### config.mk
export PLATFORM = sky130hd
export DESIGN_NAME = leta_poll_ctrl
export DESIGN_NICKNAME = d
export VERILOG_FILES = /design/src/rtl/leta_pkg.sv /design/src/rtl/leta_axis_accum.sv /design/src/rtl/leta_poll_ctrl.sv
export SDC_FILE = /design/constraint.sdc
export NUM_CORES = 1
export LEC_CHECK = 0
export ABC_AREA = 1
export CAP_MARGIN = 20
export CORE_ASPECT_RATIO = 1.2
export CORE_MARGIN = 3
export CORE_UTILIZATION = 45
export DETAILED_ROUTE_END_ITERATION = 8
export PLACE_DENSITY_LB_ADDON = 0.1
export SLEW_MARGIN = 20
export SYNTH_ARGS = -nofsm -noshare
export SYNTH_HDL_FRONTEND = slang
export SYNTH_SLANG_ARGS = --single-unit
### constraint.sdc
create_clock -name CK -period 7.32 [get_ports CK]
set_clock_uncertainty 0.1 [all_clocks]
set_input_delay 0.732 -clock CK [delete_from_list [all_inputs] [get_ports CK]]
set_output_delay 0.732 -clock CK [all_outputs]
set_load 0.02 [all_outputs]
### src/rtl/leta_pkg.sv
// Shared types and constants for the LETA trackball polling sequencer.
package leta_pkg;

    // Poll sequencer states
    typedef enum logic [2:0] {
        StIdle,
        StSetup,
        StSample,
        StEval,
        StEmit,
        StGap
    } leta_state_e;

    // LETA counter addresses
    localparam logic [1:0] AD_X = 2'd0;
    localparam logic [1:0] AD_Y = 2'd1;
    localparam logic [1:0] AD_R = 2'd2;
    localparam logic [1:0] AD_G = 2'd3;

    // Output widths
    localparam int unsigned XW = 11;
    localparam int unsigned YW = 10;
    localparam int unsigned CW = 8;

    // LETA data width and accumulation arithmetic width
    localparam int unsigned DW = 8;
    localparam int unsigned AW = 13;

    // Poll-phase timer width
    localparam int unsigned TW = 16;

endpackage

### src/rtl/leta_axis_accum.sv
// One LETA channel: captures the raw counter, derives a signed delta against the previous
// frame's baseline, and accumulates it either clamped to [0, MAX] or wrapping mod 2^W.
module leta_axis_accum
    import leta_pkg::*;
#(
    parameter int unsigned W     = 8,
    parameter int unsigned MAX   = 255,
    parameter int unsigned INIT  = 0,
    parameter bit          CLAMP = 1'b0,
    parameter int unsigned SHIFT = 0
) (
    input  logic          CK,
    input  logic          reset_n,
    input  logic          cap,
    input  logic [DW-1:0] db,
    input  logic          eval,
    input  logic          primed,
    output logic [W-1:0]  value,
    output logic          changed
);

    localparam logic signed [AW-1:0] MaxS = AW'(MAX);

    logic [DW-1:0]        cnt_q;
    logic [DW-1:0]        base_q;
    logic [W-1:0]         value_q;
    logic [W-1:0]         value_d;
    logic [DW-1:0]        delta;
    logic signed [AW-1:0] d_ext;
    logic signed [AW-1:0] d_shift;
    logic signed [AW-1:0] sum;

    // Delta, gain and clamp/wrap of the next accumulated value
    always_comb begin
        delta   = cnt_q - base_q;  // mod-256 difference, read as two's complement
        d_ext   = {{(AW - DW){delta[DW-1]}}, delta};
        d_shift = d_ext <<< SHIFT;
        sum     = $signed({{(AW - W){1'b0}}, value_q}) + d_shift;
        value_d = sum[W-1:0];
        if (CLAMP) begin
            if (sum[AW-1]) begin
                value_d = '0;
            end else if (sum > MaxS) begin
                value_d = W'(MAX);
            end
        end
        changed = primed && (value_d != value_q);
    end

    // Raw capture, baseline update every evaluation, accumulate once primed
    always_ff @(posedge CK or negedge reset_n) begin
        if (!reset_n) begin
            cnt_q   <= '0;
            base_q  <= '0;
            value_q <= W'(INIT);
        end else begin
            if (cap) begin
                cnt_q <= db;
            end
            if (eval) begin
                base_q <= cnt_q;
                if (primed) begin
                    value_q <= value_d;
                end
            end
        end
    end

    assign value = value_q;

endmodule

### src/rtl/leta_poll_ctrl.sv
// LETA polling sequencer: walks addresses 0..3, samples each counter after a settle delay,
// folds the deltas into cursor X/Y and colour R/G, and offers one update per changed frame.
module leta_poll_ctrl
    import leta_pkg::*;
#(
    parameter int unsigned SETTLE = 2,
    parameter int unsigned GAP    = 16,
    parameter int unsigned X_MAX  = 639,
    parameter int unsigned Y_MAX  = 479,
    parameter int unsigned X_INIT = 320,
    parameter int unsigned Y_INIT = 240,
    parameter int unsigned SHIFT  = 0
) (
    input  logic          CK,
    input  logic          reset_n,
    input  logic          en,
    output logic [1:0]    leta_ad,
    output logic          leta_cs_n,
    input  logic [DW-1:0] leta_db,
    output logic          upd_valid,
    input  logic          upd_ready,
    output logic [XW-1:0] upd_x,
    output logic [YW-1:0] upd_y,
    output logic [XW-1:0] upd_px,
    output logic [YW-1:0] upd_py,
    output logic [CW-1:0] upd_r,
    output logic [CW-1:0] upd_g,
    output logic          busy
);

    leta_state_e   state_q, state_d;
    logic [1:0]    idx_q, idx_d;
    logic [TW-1:0] timer_q, timer_d;
    logic          primed_q, primed_d;
    logic [XW-1:0] px_q, px_d;
    logic [YW-1:0] py_q, py_d;

    logic          sample;
    logic          eval;
    logic          ch_x, ch_y, ch_r, ch_g;
    logic          gap_done;

    assign sample   = (state_q == StSample);
    assign eval     = (state_q == StEval);
    // GAP state lasts at least one cycle even when GAP is 0
    assign gap_done = ({{(32 - TW){1'b0}}, timer_q} + 32'd1) >= GAP;

    leta_axis_accum #(
        .W(XW), .MAX(X_MAX), .INIT(X_INIT), .CLAMP(1'b1), .SHIFT(SHIFT)
    ) u_acc_x (
        .CK(CK), .reset_n(reset_n), .cap(sample && (idx_q == AD_X)), .db(leta_db),
        .eval(eval), .primed(primed_q), .value(upd_x), .changed(ch_x)
    );

    leta_axis_accum #(
        .W(YW), .MAX(Y_MAX), .INIT(Y_INIT), .CLAMP(1'b1), .SHIFT(SHIFT)
    ) u_acc_y (
        .CK(CK), .reset_n(reset_n), .cap(sample && (idx_q == AD_Y)), .db(leta_db),
        .eval(eval), .primed(primed_q), .value(upd_y), .changed(ch_y)
    );

    leta_axis_accum #(
        .W(CW), .MAX(255), .INIT(0), .CLAMP(1'b0), .SHIFT(0)
    ) u_acc_r (
        .CK(CK), .reset_n(reset_n), .cap(sample && (idx_q == AD_R)), .db(leta_db),
        .eval(eval), .primed(primed_q), .value(upd_r), .changed(ch_r)
    );

    leta_axis_accum #(
        .W(CW), .MAX(255), .INIT(0), .CLAMP(1'b0), .SHIFT(0)
    ) u_acc_g (
        .CK(CK), .reset_n(reset_n), .cap(sample && (idx_q == AD_G)), .db(leta_db),
        .eval(eval), .primed(primed_q), .value(upd_g), .changed(ch_g)
    );

    // Next-state logic for the poll sequence and the update handshake
    always_comb begin
        state_d  = state_q;
        idx_d    = idx_q;
        timer_d  = timer_q;
        primed_d = primed_q;
        px_d     = px_q;
        py_d     = py_q;
        unique case (state_q)
            StIdle: begin
                if (en) begin
                    state_d = StSetup;
                    idx_d   = AD_X;
                    timer_d = '0;
                end
            end
            StSetup: begin
                if (timer_q == TW'(SETTLE - 1)) begin
                    timer_d = '0;
                    state_d = StSample;
                end else begin
                    timer_d = timer_q + 1'b1;
                end
            end
            StSample: begin
                if (idx_q == AD_G) begin
                    state_d = StEval;
                end else begin
                    idx_d   = idx_q + 1'b1;
                    state_d = StSetup;
                end
            end
            StEval: begin
                timer_d = '0;
                if (!primed_q) begin
                    primed_d = 1'b1;
                    state_d  = StGap;
                end else if (ch_x || ch_y || ch_r || ch_g) begin
                    state_d = StEmit;
                end else begin
                    state_d = StGap;
                end
            end
            StEmit: begin
                if (upd_ready) begin
                    px_d    = upd_x;
                    py_d    = upd_y;
                    timer_d = '0;
                    state_d = StGap;
                end
            end
            StGap: begin
                if (gap_done) begin
                    timer_d = '0;
                    idx_d   = AD_X;
                    state_d = en ? StSetup : StIdle;
                end else begin
                    timer_d = timer_q + 1'b1;
                end
            end
            default: state_d = StIdle;
        endcase
    end

    // State and bookkeeping registers
    always_ff @(posedge CK or negedge reset_n) begin
        if (!reset_n) begin
            state_q  <= StIdle;
            idx_q    <= AD_X;
            timer_q  <= '0;
            primed_q <= 1'b0;
            px_q     <= XW'(X_INIT);
            py_q     <= YW'(Y_INIT);
        end else begin
            state_q  <= state_d;
            idx_q    <= idx_d;
            timer_q  <= timer_d;
            primed_q <= primed_d;
            px_q     <= px_d;
            py_q     <= py_d;
        end
    end

    // Chip select is held only while addressing and sampling; address stays frozen otherwise
    assign leta_ad   = idx_q;
    assign leta_cs_n = !((state_q == StSetup) || (state_q == StSample));
    assign upd_valid = (state_q == StEmit);
    assign busy      = (state_q != StIdle);
    assign upd_px    = px_q;
    assign upd_py    = py_q;

endmodule

==> impl_summary.log <==
INFO  metric timing.fmax = 233 MHz
INFO  metric ys.warnings.count = 0
INFO  metric gr-usage-all-layers = 20.5%
INFO  metric routed_wirelength = 22.8 mm
INFO  metric worst_slew_margin_rel = 42.2%
INFO  metric synth_ff_type = dfrtp_1
INFO  metric synth_top_area_share = 34.3%
INFO  metric grt_antenna_before_repair = 0
INFO  metric area.growth.synth_to_final = 16.5%
INFO  metric post-route-drc-count = 0
INFO  metric drive_above_1_share = 7.68%
INFO  metric finalWorstPathRequiredPeriod = 4.30 ns
INFO  metric dp_cells = 1593
INFO  metric cts_root_buffer = clkbuf_16
INFO  metric number_of_cell_rows = 58
INFO  metric holdCritPathClass = in2async
INFO  metric multiInputGateArea = 5140 um2
INFO  metric cts.sink_count = 144
INFO  metric clockBufferDepth = 2
INFO  metric grt_max_degree = 78
INFO  metric cts.htree.levels = 4
INFO  metric num-fill-cells = 2115
INFO  metric min_period_over_period = 58.7%
INFO  metric ctsHoldBuffers = 0
INFO  metric postCtsSetupRepairBufs = 0
INFO  metric post_synth_main_area_contributors = dfrtp_1 34%, nand2_1 15%, ha_1 7.8%
INFO  metric placement.io_buffers = 74
INFO  metric crit_path_end_kind = flip-flop
INFO  metric drv.max_cap_violation_count = 0
INFO  metric die-area = 23200 um2
INFO  metric antenna_left = 0
INFO  metric synth.lib_cells_used.distinct = 48
INFO  metric hold-worst-slack = 0.232 ns
INFO  metric netlist_top_cells_count = 383 x nand2_1, 192 x inv_1, 132 x dfrtp_1
INFO  metric die_y = 166 um
INFO  metric detailedPlace.worstSlack = 2.96 ns
INFO  metric flip_flop_and_latch_area = 3620 um2
INFO  metric asyncSetResetFlopFracSynth = 100%
INFO  metric tns = 0 ns
INFO  metric synth.cell_area = 9630 um2
INFO  metric synth-seq-area-share = 37.6%
INFO  metric path_clk_slew = 0.06 ns
INFO  metric pin_count = 75
INFO  metric first_global_vias = 7908
INFO  metric layout_setup_ws = 3.02 ns
INFO  metric synthesis.instances = 1270
INFO  metric crit_type = reg2reg
INFO  metric critPathArrivalTime = 4.52 ns
INFO  metric numCtsBuffers = 17
INFO  metric finalWeightedCongestion = 0.881
INFO  metric mappedNetlistNets = 1360
INFO  metric synthesized_flop_and_latch_total = 144
INFO  metric synth_edf_count = 0
INFO  metric most_used_cell_along_the_critical_path = nand2_1
INFO  metric setup_violations = 0
INFO  metric drt_iter0_drc = 464
INFO  metric floorplan.initialDensity = 45.9%
INFO  metric number_of_standard_cells_in_the_layout_taps_in_and_fillers_out = 1625
INFO  metric tritoncts = done
INFO  metric timing.final.max_slew_violations = 0
INFO  metric clk_latency = 0.43 ns
INFO  metric slowest_library_cell_on_the_worst_path = o21ai_0
INFO  metric worst-path-max-fanout = 16
INFO  metric design.final.nets = 1432
INFO  metric dp_wirelength = 17.3 mm
INFO  metric required = 7.54 ns
INFO  metric grt_pass1_wl = 39.0 mm
INFO  metric insertedDiodeCount = 0
INFO  metric post-synth-top-count-cell = nand2_1
INFO  metric syn_area_per_cell = 7.58 um2
INFO  metric detailedRoute.firstPassIterationCount = 6
INFO  metric status = finished, final reports clean
INFO  metric critical_path.startpoint_type = flip-flop
INFO  metric hold_viol = 0
INFO  metric cts-resized-gates = 0
INFO  metric crit_path_max_incr_delay = 0.44 ns
INFO  metric gr-total-overflow = 0
INFO  metric post_drt_wl_per_cell = 14.0 um
INFO  metric placeableCoreArea = 21000 um2
INFO  metric tightestPinTransition = 0.867 ns
INFO  metric unrepaired_setup_endpoints_after_global_routing = no
INFO  metric via_per_inst = 4.97
INFO  metric die_w = 140 um
INFO  metric synth_top_area_cell = dfrtp_1
INFO  metric detailroute.via_count = 8081
-- worst max-delay path: cells and delay by family (launching register included) --
family / cells / cell delay (ns)
AND/OR/NAND/NOR: 16 / 1.27
adder cells (fa/ha/maj): 3 / 0.83
buffers and inverters: 3 / 0.16
XOR/XNOR: 2 / 0.54
flip-flops: 1 / 0.37
AO/OA/AOI/OAI: 4 / 0.92
-- area by class of cell --
| class | instances | share of cell area, % |
|---|---|---|
| Inverter | 201 | 6.75 |
| Clock buffer | 20 | 3.98 |
| Timing Repair Buffer | 80 | 7.01 |
| Multi-Input combinational cell | 898 | 45.8 |
| Sequential cell | 144 | 32.3 |
| Tap cell | 270 | 3.01 |
| Clock inverter | 12 | 1.20 |
-- path summary, 6_finish.rpt --
check                                              start  slack (ns)                            end  cells after the start
max reg2reg                 u_acc_y.cnt_q[0]$_DFFE_PN0P_        3.02         state_q[0]$_DFFE_PN0P_                     28
max                         u_acc_y.cnt_q[0]$_DFFE_PN0P_        3.02         state_q[0]$_DFFE_PN0P_                     28
min reg2reg                u_acc_r.base_q[0]$_DFFE_PN0P_        0.38  u_acc_r.base_q[0]$_DFFE_PN0P_                      2
min                                              reset_n        0.23          upd_px[7]$_DFFE_PN0P_                      1
min in group CK            u_acc_r.base_q[0]$_DFFE_PN0P_        0.38  u_acc_r.base_q[0]$_DFFE_PN0P_                      2
max in group asynchronous                        reset_n        5.54   u_acc_g.cnt_q[0]$_DFFE_PN0P_                      2
-- cells by family (layout without fill, tap and decap cells) --
kind of cell	count (synthesis)	after routing	synth area share [%]
AO/OA/AOI/OAI	182	182	10.1
XOR/XNOR	53	53	5.02
adder cells (fa/ha/maj)	78	78	11.5
buffers and inverters	228	313	9.10
flip-flops	144	144	37.6
multiplexers	1	1	0.117
AND/OR/NAND/NOR	584	584	26.6
-- state kept, by name (all words and copies together), names as in the netlist, 10 cells and up --
name,cells
upd_px,11
timer_q,16
u_acc_x.value,11
upd_py,10
u_acc_y.value,10
-- per-stage QoR --
stage | util (%) | instance area [um2]
after floorplan | - | 9630
after global placement | 50.7 | 10600
after detailed placement | 50.7 | 10600
after CTS | 53.5 | 11200
after global routing | 53.5 | 11200
final | 53.5 | 11200
-- per-layer routing --
layer	share of wire, %	routed length (um)	vias to the layer above	GRT usage, %
met5	0	0	-	0
met4	2.3	518	0	6.49
met3	3.0	679	37	2.91
met2	50	11400	145	36.1
met1	45	10200	3748	25.9
li1	-	-	4151	-
-- placed cells by master (no fill, tap or decap), types with 6 or more instances in the layout --
master,count
nor2_2,11
nand2_2,12
nand4_1,16
nand3b_1,11
clkdlybuf4s50_1,73
inv_1,192
buf_4,6
o22ai_1,12
inv_2,7
xnor2_1,22
a21oi_1,26
fa_1,18
clkbuf_16,17
nand3_2,8
xor2_1,30
ha_1,60
nand2_1,383
nand3_1,68
dfstp_2,12
nor2_1,53
o21ai_0,131
dfrtp_1,132
Power is not shown: default switching activity piles up to over one toggle a cycle in this logic, so the estimate is an artifact.
